$ cat config.mk
export PLATFORM = sky130hd
export DESIGN_NAME = elbeth_mem_arbiter
export DESIGN_NICKNAME = d
export VERILOG_FILES = /design/src/rtl/elbeth_mem_arbiter_pkg.sv /design/src/rtl/elbeth_align_check.sv /design/src/rtl/elbeth_mem_arbiter.sv
export SDC_FILE = /design/constraint.sdc
export NUM_CORES = 1
export LEC_CHECK = 0
export BUFFER_PORTS_ARGS = -buffer_cell sky130_fd_sc_hd__buf_2
export CORE_UTILIZATION = 45
export CTS_CLUSTER_SIZE = 10
export DETAILED_ROUTE_END_ITERATION = 10
export PLACE_DENSITY = 0.76
export SLEW_MARGIN = 20
export SYNTH_ARGS = -nofsm -noshare
export SYNTH_HDL_FRONTEND = slang
export SYNTH_HIERARCHICAL = 1
export SYNTH_SLANG_ARGS = --single-unit
$ cat constraint.sdc
create_clock -name clk -period 3.8 [get_ports clk]
set_input_delay 0.38 -clock clk [delete_from_list [all_inputs] [get_ports clk]]
set_output_delay 0.38 -clock clk [all_outputs]
set_load 0.1 [all_outputs]
$ cat src/rtl/elbeth_mem_arbiter_pkg.sv
// elbeth_mem_arbiter_pkg: shared size codes, arbiter states and bus command.
// Imported by the arbiter and the alignment checker.
package elbeth_mem_arbiter_pkg;

  localparam logic [3:0] SIZE_BYTE     = 4'b0001;
  localparam logic [3:0] SIZE_HALFWORD = 4'b0011;
  localparam logic [3:0] SIZE_WORD     = 4'b1111;

  typedef enum logic [1:0] {
    ARB_IDLE,
    ARB_BUS_I,
    ARB_BUS_D,
    ARB_RESP
  } arb_state_e;

  typedef struct packed {
    logic        wr;
    logic [31:0] addr;
    logic [31:0] wdata;
    logic [3:0]  size;
  } bus_cmd_t;

endpackage

$ cat src/rtl/elbeth_align_check.sv
// elbeth_align_check: flags accesses whose address does not suit the size.
// Unknown size codes are always reported as misaligned.
module elbeth_align_check
  import elbeth_mem_arbiter_pkg::*;
(
  input  logic [3:0] size,
  input  logic [1:0] addr_lo,
  output logic       misaligned
);

  always_comb begin
    misaligned = 1'b1;
    unique case (1'b1)
      (size == SIZE_BYTE):     misaligned = 1'b0;
      (size == SIZE_HALFWORD): misaligned = addr_lo[0];
      (size == SIZE_WORD):     misaligned = |addr_lo;
      default:                 misaligned = 1'b1;
    endcase
  end

endmodule

$ cat src/rtl/elbeth_mem_arbiter.sv
// elbeth_mem_arbiter: shares one memory bus between fetch and data ports.
// One transaction at a time, with alignment check and bus timeout.
module elbeth_mem_arbiter
  import elbeth_mem_arbiter_pkg::*;
#(
  parameter int unsigned TIMEOUT      = 255,
  parameter int unsigned MAX_D_GRANTS = 4
) (
  input  logic        clk,
  input  logic        rst,
  input  logic        imem_req,
  input  logic [31:0] imem_addr,
  output logic        imem_ready,
  output logic [31:0] imem_rdata,
  output logic        imem_error,
  input  logic        dmem_req,
  input  logic        dmem_wr,
  input  logic [31:0] dmem_addr,
  input  logic [31:0] dmem_wdata,
  input  logic [3:0]  dmem_size,
  output logic        dmem_ready,
  output logic [31:0] dmem_rdata,
  output logic        dmem_error,
  output logic        mem_valid,
  output logic        mem_wr,
  output logic [31:0] mem_addr,
  output logic [31:0] mem_wdata,
  output logic [3:0]  mem_size,
  input  logic        mem_ready,
  input  logic [31:0] mem_rdata,
  input  logic        mem_error
);

  localparam logic [7:0] TMO_LOAD   = 8'(TIMEOUT);
  localparam logic [3:0] STREAK_MAX = 4'(MAX_D_GRANTS);

  arb_state_e  state_q, state_d;
  bus_cmd_t    cmd_q, cmd_d;
  logic        mem_valid_q, mem_valid_d;
  logic [7:0]  tmo_q, tmo_d;
  logic [3:0]  streak_q, streak_d;
  logic        i_ready_q, i_ready_d;
  logic        d_ready_q, d_ready_d;
  logic [31:0] i_rdata_q, i_rdata_d;
  logic [31:0] d_rdata_q, d_rdata_d;
  logic        i_err_q, i_err_d;
  logic        d_err_q, d_err_d;

  logic        i_mis;
  logic        d_mis;
  logic        i_win;
  logic        d_win;
  logic        bus_end;
  logic [31:0] end_rdata;
  logic        end_err;

  elbeth_align_check u_i_align (
    .size       (SIZE_WORD),
    .addr_lo    (imem_addr[1:0]),
    .misaligned (i_mis)
  );

  elbeth_align_check u_d_align (
    .size       (dmem_size),
    .addr_lo    (dmem_addr[1:0]),
    .misaligned (d_mis)
  );

  // Data normally wins; a full streak of data grants yields to fetch.
  assign i_win = imem_req
               & (~dmem_req | (streak_q == STREAK_MAX));
  assign d_win = dmem_req & ~i_win;

  assign bus_end   = mem_ready | (tmo_q <= 8'd1);
  assign end_rdata = mem_ready ? mem_rdata : 32'd0;
  assign end_err   = mem_ready ? mem_error : 1'b1;

  always_comb begin
    state_d     = state_q;
    cmd_d       = cmd_q;
    mem_valid_d = mem_valid_q;
    tmo_d       = tmo_q;
    streak_d    = streak_q;
    i_ready_d   = 1'b0;
    d_ready_d   = 1'b0;
    i_rdata_d   = 32'd0;
    d_rdata_d   = 32'd0;
    i_err_d     = 1'b0;
    d_err_d     = 1'b0;
    unique case (state_q)
      ARB_IDLE: begin
        if (i_win) begin
          streak_d = 4'd0;
          if (i_mis) begin
            i_ready_d = 1'b1;
            i_err_d   = 1'b1;
            state_d   = ARB_RESP;
          end else begin
            cmd_d.wr    = 1'b0;
            cmd_d.addr  = imem_addr;
            cmd_d.wdata = 32'd0;
            cmd_d.size  = SIZE_WORD;
            mem_valid_d = 1'b1;
            tmo_d       = TMO_LOAD;
            state_d     = ARB_BUS_I;
          end
        end else if (d_win) begin
          if (imem_req && streak_q < STREAK_MAX)
            streak_d = streak_q + 4'd1;
          if (d_mis) begin
            d_ready_d = 1'b1;
            d_err_d   = 1'b1;
            state_d   = ARB_RESP;
          end else begin
            cmd_d.wr    = dmem_wr;
            cmd_d.addr  = dmem_addr;
            cmd_d.wdata = dmem_wdata;
            cmd_d.size  = dmem_size;
            mem_valid_d = 1'b1;
            tmo_d       = TMO_LOAD;
            state_d     = ARB_BUS_D;
          end
        end
      end
      ARB_BUS_I, ARB_BUS_D: begin
        if (bus_end) begin
          mem_valid_d = 1'b0;
          tmo_d       = 8'd0;
          state_d     = ARB_RESP;
          if (state_q == ARB_BUS_D) begin
            d_ready_d = 1'b1;
            d_rdata_d = end_rdata;
            d_err_d   = end_err;
          end else begin
            i_ready_d = 1'b1;
            i_rdata_d = end_rdata;
            i_err_d   = end_err;
          end
        end else begin
          tmo_d = tmo_q - 8'd1;
        end
      end
      ARB_RESP: state_d = ARB_IDLE;
      default:  state_d = ARB_IDLE;
    endcase
  end

  always_ff @(posedge clk) begin
    if (!rst) begin
      state_q     <= ARB_IDLE;
      cmd_q       <= '0;
      mem_valid_q <= 1'b0;
      tmo_q       <= 8'd0;
      streak_q    <= 4'd0;
      i_ready_q   <= 1'b0;
      d_ready_q   <= 1'b0;
      i_rdata_q   <= 32'd0;
      d_rdata_q   <= 32'd0;
      i_err_q     <= 1'b0;
      d_err_q     <= 1'b0;
    end else begin
      state_q     <= state_d;
      cmd_q       <= cmd_d;
      mem_valid_q <= mem_valid_d;
      tmo_q       <= tmo_d;
      streak_q    <= streak_d;
      i_ready_q   <= i_ready_d;
      d_ready_q   <= d_ready_d;
      i_rdata_q   <= i_rdata_d;
      d_rdata_q   <= d_rdata_d;
      i_err_q     <= i_err_d;
      d_err_q     <= d_err_d;
    end
  end

  assign imem_ready = i_ready_q;
  assign imem_rdata = i_rdata_q;
  assign imem_error = i_err_q;
  assign dmem_ready = d_ready_q;
  assign dmem_rdata = d_rdata_q;
  assign dmem_error = d_err_q;
  assign mem_valid  = mem_valid_q;
  assign mem_wr     = cmd_q.wr;
  assign mem_addr   = cmd_q.addr;
  assign mem_wdata  = cmd_q.wdata;
  assign mem_size   = cmd_q.size;

endmodule

==> flow_metrics.env, run 1 <==
export IMPL_worst_hold_path_type="input pin to flip-flop"
export IMPL_cp_cell_sequence="inv_1 > ha_1 > and4b_1 > nor2_1 > o21a_2 > buf_4 > mux2i_1"
export IMPL_fmax_ghz=0.437
export IMPL_drtIter0Drc=271
export IMPL_htreeDepth=4
export IMPL_grt_overflow_total=0
export IMPL_hold_ws_ns=0.205
export IMPL_fin_skew_ns=0.00901
export IMPL_synth_cell_area_um2=6340
export IMPL_cp_data_required_time_ns=4.14
export IMPL_cp_slowest_cell="o21a_2"
export IMPL_power_density_nw_per_um2=605
export IMPL_timing_final_crit_period_ns=2.29
export IMPL_leakagePower_nw=4.22
export IMPL_hold_violations=0
export IMPL_timing_critical_path_buf_inv=2
export IMPL_m1WireLength_um=6780
export IMPL_stdcell_count=1164
export IMPL_wl_met2_um=7430
export IMPL_area_delta_synth_final_pct=33.2
export IMPL_die_y_um=121
export IMPL_synth_edf_count=0
export IMPL_antenna_found_initial=1
export IMPL_nets=1119
export IMPL_clock_sinks=152
export IMPL_cp_end_kind="flip-flop"
export IMPL_cts_setup_buffers=0
export IMPL_critPathMaxFanout=21
export IMPL_clkLatencyLatePin_ns=0.42
export IMPL_syn_inst=716
export IMPL_start_util=0.458
export IMPL_ir_drop_mv=0.334
export IMPL_cts_buffers=17
export IMPL_highest_layer="met4"
export IMPL_cpLargestDelayFamily="compound AO/OA/AOI/OAI gates"
export IMPL_relSlewSlack=0.536
export IMPL_cts_hold_buf=0
export IMPL_tightestPinTransition_ns=0.696
export IMPL_seq_area_frac_synth=0.480
export IMPL_grt_use_total=0.223
export IMPL_clock_root_buffer="clkbuf_16"
export IMPL_drv_cap=0
export IMPL_cts_path_max_buffers=2
export IMPL_rsz0062_at_grt="no"
export IMPL_place_inst=1132
export IMPL_drive_above_1_share=0.338
export IMPL_gp_congestion=0.801
export IMPL_drc=0
export IMPL_viasPerCell=5.03
export IMPL_final_common_cell="buf_2"
export IMPL_cp_slowest_stage_delay_ns=0.62
export IMPL_dr_total_vias=5858
export IMPL_grt_pass1_wl_um=25800
export IMPL_avgSynthCellArea_um2=8.85
export IMPL_final_cell_mix="275 x buf_2, 152 x dfxtp_1, 109 x nand2_1"
export IMPL_startpoint_type="flip-flop"
export IMPL_finalSetupViolCount=0
export IMPL_die_area_um2=14600
export IMPL_met3_length_um=1350
export IMPL_synth_warnings=6
export IMPL_outcome="finished, final reports clean"
export IMPL_wl_per_cell_um=13.7
export IMPL_die_x_um=121
export IMPL_critPathArrivalTime_ns=2.63
export IMPL_clk_pin_slew_ns=0.06
export IMPL_ctsResizeCount=0
export IMPL_dp_hpwl_um=11000
export IMPL_ant_nets=0
export IMPL_ys_ff_latch=152
export IMPL_slew_violations=0
export IMPL_grt_max_degree=73
export IMPL_routed_wl_um=15900
export IMPL_num_io_pins=277
export IMPL_synth_cell_types=48
export IMPL_finalCritPeriodShare=0.602
export IMPL_cts_tree="yes"
export IMPL_core_area_um2=13800
export IMPL_fp_row_count=43
export IMPL_tns_ns=0
export IMPL_synth_async_sr_flop_share=0
export IMPL_portBuffers=276
export IMPL_first_pass_iters=4
export IMPL_first_global_vias=5332
export IMPL_ys_flop_type="dfxtp_1"
export IMPL_crit_type="flip-flop to flip-flop"
export IMPL_power_w=0.00511
-- path summary, 6_finish.rpt --
check | depth (start not counted) | slack (ns) | start | endpoint
max | 7 | 1.51 | streak_q[0] | mem_wdata[6]
min | 3 | 0.20 | mem_rdata[16] | imem_rdata[16]
max reg2reg | 7 | 1.51 | streak_q[0] | mem_wdata[6]
min reg2reg | 2 | 0.45 | mem_addr[4] | mem_addr[4]
-- per-stage QoR --
stage	utilization	setup WS (ns)	cell area, µm²
floorplan	-	1.89	6370
global placement	0.566	1.32	7830
detailed placement	0.566	1.26	7830
CTS	0.611	1.51	8440
global route	0.611	1.27	8440
finish	0.611	1.51	8440
-- registers in the layout, indices dropped and copies added (netlist names), 2 cells and up --
register and cells:
tmo_q 8, mem_size 4, mem_addr 32, dmem_rdata 32, mem_wdata 32, streak_q 4, imem_rdata 32, state_q 2
-- cells in the mapped netlist, types with 3 or more instances --
cell type | instances | area [µm²]
nand2_1 | 109 | 409
mux2i_1 | 69 | 691
nand3_1 | 41 | 205
o221a_2 | 7 | 78.8
o211a_1 | 3 | 30.0
o211ai_1 | 5 | 37.5
nor2_1 | 77 | 289
o21ai_0 | 41 | 205
nand3b_1 | 3 | 22.5
nand2b_1 | 4 | 25.0
inv_1 | 12 | 45.0
dfxtp_1 | 152 | 3040
ha_1 | 9 | 113
and3_1 | 35 | 219
o21a_1 | 4 | 30.0
and2_1 | 3 | 18.8
buf_2 | 15 | 75.1
clkbuf_1 | 42 | 158
or4_1 | 3 | 22.5
a21oi_1 | 12 | 60.1
o21bai_1 | 3 | 22.5
a21boi_0 | 32 | 240
-- worst min-delay path, cell delays in order --
cell and delay, ns:
buf_2 0.07, nand2_1 0.06, nor2_1 0.07
-- routing by layer --
layer,global-route usage,vias to the layer above
met2,0.368,236
met3,0.0722,26
met1,0.262,2634
met4,0.104,0
li1,-,2962
met5,0,-
-- where the power goes --
group          internal (W)  switching, W  total (W)
Sequential          0.00172     0.0000880    0.00180
Clock               0.00106      0.000681    0.00174
Combinational      0.000456       0.00111    0.00157
Total               0.00323       0.00188    0.00511
-- layout make-up --
class                   count  area [µm²]
inverters                  12        45.0
well taps                 180         225
multi-input cells         501        3050
repair buffers            287        1470
fillers                  1221        5380
diodes                      1        2.50
flip-flops and latches    152        3040
clock buffers              18         439
clock inverters            13         171
-- kinds of logic after synthesis --
family	after synthesis	synth area share
AOI/OAI and AO/OA	127	0.142
adders and majority gates	9	0.0178
buffers and inverters	71	0.0456
DFF	152	0.480
muxes	69	0.109
other	1	0.000592
and+or+nand+nor	287	0.205
Power figures use the tool's default switching activity.
==> run 2: changes to the inputs <==
Clock period 3.8 ns to 2.2 ns, I/O delays scaled along.
==> run 2 against run 1 <==
Maximum frequency up 16%. Setup slack got worse by 1.3 ns. Wire length shrank 0.99%. Combinational power grew 82%. Critical endpoint is now mem_addr[22]. Largest power group is now clock. Highest routed layer unchanged.
==> flow_metrics.env, run 2 (synthesis results as in run 1) <==
export IMPL_cp_end_kind="flip-flop"
export IMPL_core_area_um2=13800
export IMPL_crit_type="flip-flop to flip-flop"
export IMPL_routed_wl_um=15800
export IMPL_tightestPinTransition_ns=0.512
export IMPL_netSwitchingFraction=0.350
export IMPL_comb_power_share=0.306
export IMPL_path_common_cell="buf_4"
export IMPL_outcome="finished, final reports clean"
export IMPL_power_frac_clock=0.359
export IMPL_die_x_um=121
export IMPL_cts_tree="yes"
export IMPL_clock_sinks=152
export IMPL_drtIter0Drc=215
export IMPL_grt_overflow_total=0
export IMPL_critPathArrivalTime_ns=2.27
export IMPL_timing_final_crit_period_ns=1.98
export IMPL_cts_buffers=17
export IMPL_start_util=0.458
export IMPL_die_y_um=121
export IMPL_dr_total_vias=5820
export IMPL_clk_pin_slew_ns=0.06
export IMPL_first_global_vias=5372
export IMPL_worst_hold_path_type="input pin to flip-flop"
export IMPL_p_int_w=0.00604
export IMPL_p_seq_frac=0.334
export IMPL_ant_nets=0
export IMPL_critPathMaxFanout=38
export IMPL_power_density_nw_per_um2=1070
export IMPL_leakagePower_nw=4.32
export IMPL_dp_slack_ns=0.234
export IMPL_slew_violations=0
export IMPL_clkLatencyLatePin_ns=0.42
export IMPL_antenna_found_initial=1
export IMPL_htreeDepth=4
export IMPL_final_common_cell="buf_2"
export IMPL_cp_cell_sequence="inv_1 > ha_1 > nand4b_1 > buf_4 > buf_4 > a21boi_0 > o21ai_0 > mux2i_1"
export IMPL_ff_latch_area_um2=3040
export IMPL_drive_above_1_share=0.343
export IMPL_relSlewSlack=0.661
export IMPL_cp_data_required_time_ns=2.50
export IMPL_tns_ns=0
export IMPL_drv_cap=0
export IMPL_area_delta_synth_final_pct=36.7
export IMPL_fp_row_count=43
export IMPL_ctsResizeCount=0
export IMPL_grt_use_total=0.216
export IMPL_nets=1127
export IMPL_finalCritPeriodShare=0.899
export IMPL_finalWorstSetupSlack_ns=0.223
export IMPL_finalSetupViolCount=0
export IMPL_rsz0062_at_grt="no"
export IMPL_hold_ws_ns=0.0447
export IMPL_wl_per_cell_um=13.5
export IMPL_fin_skew_ns=0.0118
export IMPL_startpoint_type="flip-flop"
export IMPL_multi_input_area_um2=3050
export IMPL_cts_path_max_buffers=2
export IMPL_viasPerCell=4.97
export IMPL_ir_drop_mv=0.624
export IMPL_power_w=0.00930
export IMPL_grt_pass1_wl_um=25200
export IMPL_cts_hold_buf=0
export IMPL_fmax_ghz=0.506
export IMPL_cp_slowest_cell="dfxtp_1"
export IMPL_hold_violations=0
export IMPL_cp_slowest_stage_delay_ns=0.35
export IMPL_grt_max_degree=55
export IMPL_dp_hpwl_um=11100
export IMPL_drc=0
export IMPL_cts_setup_buffers=0
export IMPL_clock_root_buffer="clkbuf_16"
export IMPL_gp_congestion=0.839
export IMPL_final_cell_mix="275 x buf_2, 152 x dfxtp_1, 109 x nand2_1"
export IMPL_power_switching_w=0.00326
export IMPL_nFillCells=1147
export IMPL_first_pass_iters=4
export IMPL_portBuffers=276
export IMPL_die_area_um2=14600
export IMPL_num_io_pins=277
-- run 2: area by class of cell --
class | instances | area share
Multi-Input combinational cell | 501 | 0.352
Sequential cell | 152 | 0.351
Timing Repair Buffer | 295 | 0.186
Clock buffer | 18 | 0.0507
Clock inverter | 13 | 0.0279
Tap cell | 180 | 0.0260
Inverter | 12 | 0.00520
Antenna cell | 1 | 0.000289
-- run 2: power by group through the flow --
| stage | logic, W | registers (W) | clock network, W |
|---|---|---|---|
| 2_1_floorplan | 0.00134 | 0.00398 | 0 |
| 3_3_place_gp | 0.00282 | 0.00316 | 0 |
| 3_5_place_dp | 0.00284 | 0.00317 | 0 |
| 4_1_cts | 0.00285 | 0.00311 | 0.00338 |
| 5_1_grt | 0.00308 | 0.00314 | 0.00350 |
| 6_report | 0.00285 | 0.00311 | 0.00334 |
-- run 2: critical path, delay by kind of cell, from the launching register on --
family,cells,cell delay [ns]
buffers and inverters,3,0.63
flip-flops,1,0.35
AND/OR/NAND/NOR,1,0.15
multiplexers,1,0.09
adder cells (fa/ha/maj),1,0.25
AO/OA/AOI/OAI,2,0.39
-- run 2: worst paths after layout --
| check | start | cells past startpoint | slack, ns | end |
|---|---|---|---|---|
| max | streak_q[0] | 8 | 0.22 | mem_addr[22] |
| min | mem_rdata[17] | 3 | 0.04 | imem_rdata[17] |
| max reg2reg | streak_q[0] | 8 | 0.22 | mem_addr[22] |
| min reg2reg | mem_wr | 2 | 0.46 | mem_wr |
-- run 2: routing by layer --
| metal | part of all wire | vias to the layer above | track usage |
|---|---|---|---|
| met5 | 0 | - | 0 |
| met3 | 0.080 | 19 | 0.0693 |
| met2 | 0.47 | 222 | 0.366 |
| li1 | - | 2978 | - |
| met4 | 0.017 | 0 | 0.0818 |
| met1 | 0.44 | 2601 | 0.254 |
-- run 2: metrics by stage --
step	cells	utilization	instance area, µm²
finish	1172	0.626	8660
floorplan	724	-	6370
global route	1171	0.626	8660
global placement	1140	0.577	7980
detailed placement	1140	0.577	7980
CTS	1171	0.626	8660
==> run 3: changes to the inputs <==
--- a/config.mk
+++ b/config.mk
@@ -7,8 +7,8 @@
 export LEC_CHECK = 0
 export BUFFER_PORTS_ARGS = -buffer_cell sky130_fd_sc_hd__buf_2
-export CORE_UTILIZATION = 45
+export CORE_UTILIZATION = 48
 export CTS_CLUSTER_SIZE = 10
 export DETAILED_ROUTE_END_ITERATION = 10
-export PLACE_DENSITY = 0.76
+export PLACE_DENSITY = 0.81
 export SLEW_MARGIN = 20
 export SYNTH_ARGS = -nofsm -noshare
==> constraint.sdc (replaced) <==
create_clock -name clk -period 2.2 [get_ports clk]
set_input_delay 0.33 -clock clk [delete_from_list [all_inputs] [get_ports clk]]
set_output_delay 0.33 -clock clk [all_outputs]
set_load 0.1 [all_outputs]
==> run 3 against run 2 <==
Count of clock-buffer cells in the layout is the same. Largest power group is now registers. Via count is 2.2% higher. Sequential cell count did not move. Sequential share of layout area rose by 0.51 points. Register-to-register slack worse by 0.06 ns. Core utilization rose by 4.5 points. Die area fell by 6.2%. Sequential power is essentially flat. Clock power fell by 16%. Maximum frequency fell by 3.0%. First-iteration DRC count is 60% higher. Non-clock buffer count is the same.
==> flow_metrics.env, run 3 (synthesis results as in run 1) <==
export IMPL_wl_per_cell_um=14.3
export IMPL_fin_skew_ns=0.00574
export IMPL_cp_end_kind="flip-flop"
export IMPL_place_area_um2=7960
export IMPL_dp_hpwl_um=11900
export IMPL_clock_sinks=152
export IMPL_drtIter0Drc=345
export IMPL_cts_buffers=17
export IMPL_dr_total_vias=5950
export IMPL_finalCritPeriodShare=0.927
export IMPL_drc=0
export IMPL_viasPerCell=5.11
export IMPL_antenna_found_initial=0
export IMPL_ant_nets=0
export IMPL_final_common_cell="buf_2"
export IMPL_ir_drop_mv=0.636
export IMPL_outcome="finished, final reports clean"
export IMPL_tightestPinTransition_ns=0.546
export IMPL_fp_row_count=41
export IMPL_grt_max_degree=72
export IMPL_core_area_um2=12700
export IMPL_grt_use_total=0.241
export IMPL_regToRegEndpoint="tmo_q[2]"
export IMPL_routed_wl_um=16600
export IMPL_cts_path_max_buffers=2
export IMPL_post_route_cell_area_um2=8540
export IMPL_slew_violations=0
export IMPL_cp_data_required_time_ns=2.50
export IMPL_tns_ns=0
export IMPL_drv_cap=0
export IMPL_grt_pass1_wl_um=25500
export IMPL_cts_tree="yes"
export IMPL_num_io_pins=277
export IMPL_crit_type="flip-flop to flip-flop"
export IMPL_die_x_um=117
export IMPL_r2r_cells=5
export IMPL_gp_congestion=0.804
export IMPL_finalSetupViolCount=0
export IMPL_final_cell_mix="275 x buf_2, 152 x dfxtp_1, 109 x nand2_1"
export IMPL_hold_violations=0
export IMPL_timing_rr_start="tmo_q[2]"
export IMPL_first_global_vias=5468
export IMPL_relSlewSlack=0.636
export IMPL_rsz0062_at_grt="no"
export IMPL_leakagePower_nw=4.25
export IMPL_nFillCells=1065
export IMPL_ff_latch_area_um2=3040
export IMPL_whs_endpoint="imem_rdata[27]"
export IMPL_grt_overflow_total=0
export IMPL_clkLatencyLatePin_ns=0.42
export IMPL_first_pass_iters=4
export IMPL_min_delay_path_depth=3
export IMPL_nets=1127
export IMPL_cts_hold_buf=0
export IMPL_portBuffers=276
export IMPL_clock_root_buffer="clkbuf_16"
export IMPL_regToRegSetupSlack_ns=0.16
export IMPL_fmax_ghz=0.490
export IMPL_htreeDepth=4
export IMPL_area_delta_synth_final_pct=34.7
export IMPL_critPathArrivalTime_ns=2.34
export IMPL_worst_hold_path_type="input pin to flip-flop"
export IMPL_multi_input_area_um2=3050
export IMPL_startpoint_type="flip-flop"
export IMPL_drive_above_1_share=0.344
export IMPL_finalWorstSetupSlack_ns=0.161
export IMPL_die_area_um2=13700
export IMPL_timing_final_crit_period_ns=2.04
export IMPL_die_y_um=117
export IMPL_hold_start="mem_rdata[27]"
export IMPL_clk_pin_slew_ns=0.06
export IMPL_critPathMaxFanout=6
export IMPL_start_util=0.498
export IMPL_power_density_nw_per_um2=1020
export IMPL_dp_slack_ns=0.196
## run 3: layout make-up
type | count | share of cell area
Tap cell | 172 | 0.0252
Sequential cell | 152 | 0.356
Clock inverter | 14 | 0.0161
Inverter | 12 | 0.00528
Clock buffer | 18 | 0.0514
Multi-Input combinational cell | 501 | 0.358
Antenna cell | 1 | 0.000293
Timing Repair Buffer | 295 | 0.188
## run 3: timing repair
action                     in CTS  in global routing
setup endpoints to repair       0                  1
buffers inserted                0                  0
gates resized for setup         0                  1
## run 3: worst max path at each step
stage                           start         to
after floorplan           streak_q[0]   tmo_q[3]
after global placement       tmo_q[2]   tmo_q[2]
after detailed placement     tmo_q[2]   tmo_q[2]
after CTS                    tmo_q[2]   tmo_q[2]
after global routing      streak_q[0]  mem_valid
final                        tmo_q[2]   tmo_q[2]
## run 3: worst max-delay path, cell delays in order (launching register included)
cell,delay [ns]
dfxtp_1,0.34
or4_1,0.67
o31ai_4,0.34
buf_4,0.19
o21ai_0,0.09
a32o_1,0.29
## run 3: layer usage
layer / global-route usage / vias to the layer above / routed length, µm
li1: - / 2980 / -
met1: 0.256 / 2699 / 6730
met2: 0.432 / 239 / 8090
met3: 0.0865 / 32 / 1390
met4: 0.105 / 0 / 428
met5: 0 / - / 0
## run 3: where the power goes
group          switching, W  internal (W)  leakage (nW)  total [W]
Sequential         0.000156       0.00296          1.23    0.00312
Combinational       0.00197      0.000858          2.75    0.00282
Clock               0.00118       0.00161         0.267    0.00279
Total               0.00330       0.00543          4.25    0.00874
## run 3: stage by stage
step	instances	hold WS, ns	power (W)	util
final	1165	0.152	0.00874	0.671
after global routing	1164	0.147	0.00915	0.671
after CTS	1164	0.140	0.00876	0.671
after detailed placement	1132	0.446	0.00595	0.625
after global placement	1132	0.439	0.00591	0.625
after floorplan	724	0.464	0.00533	-
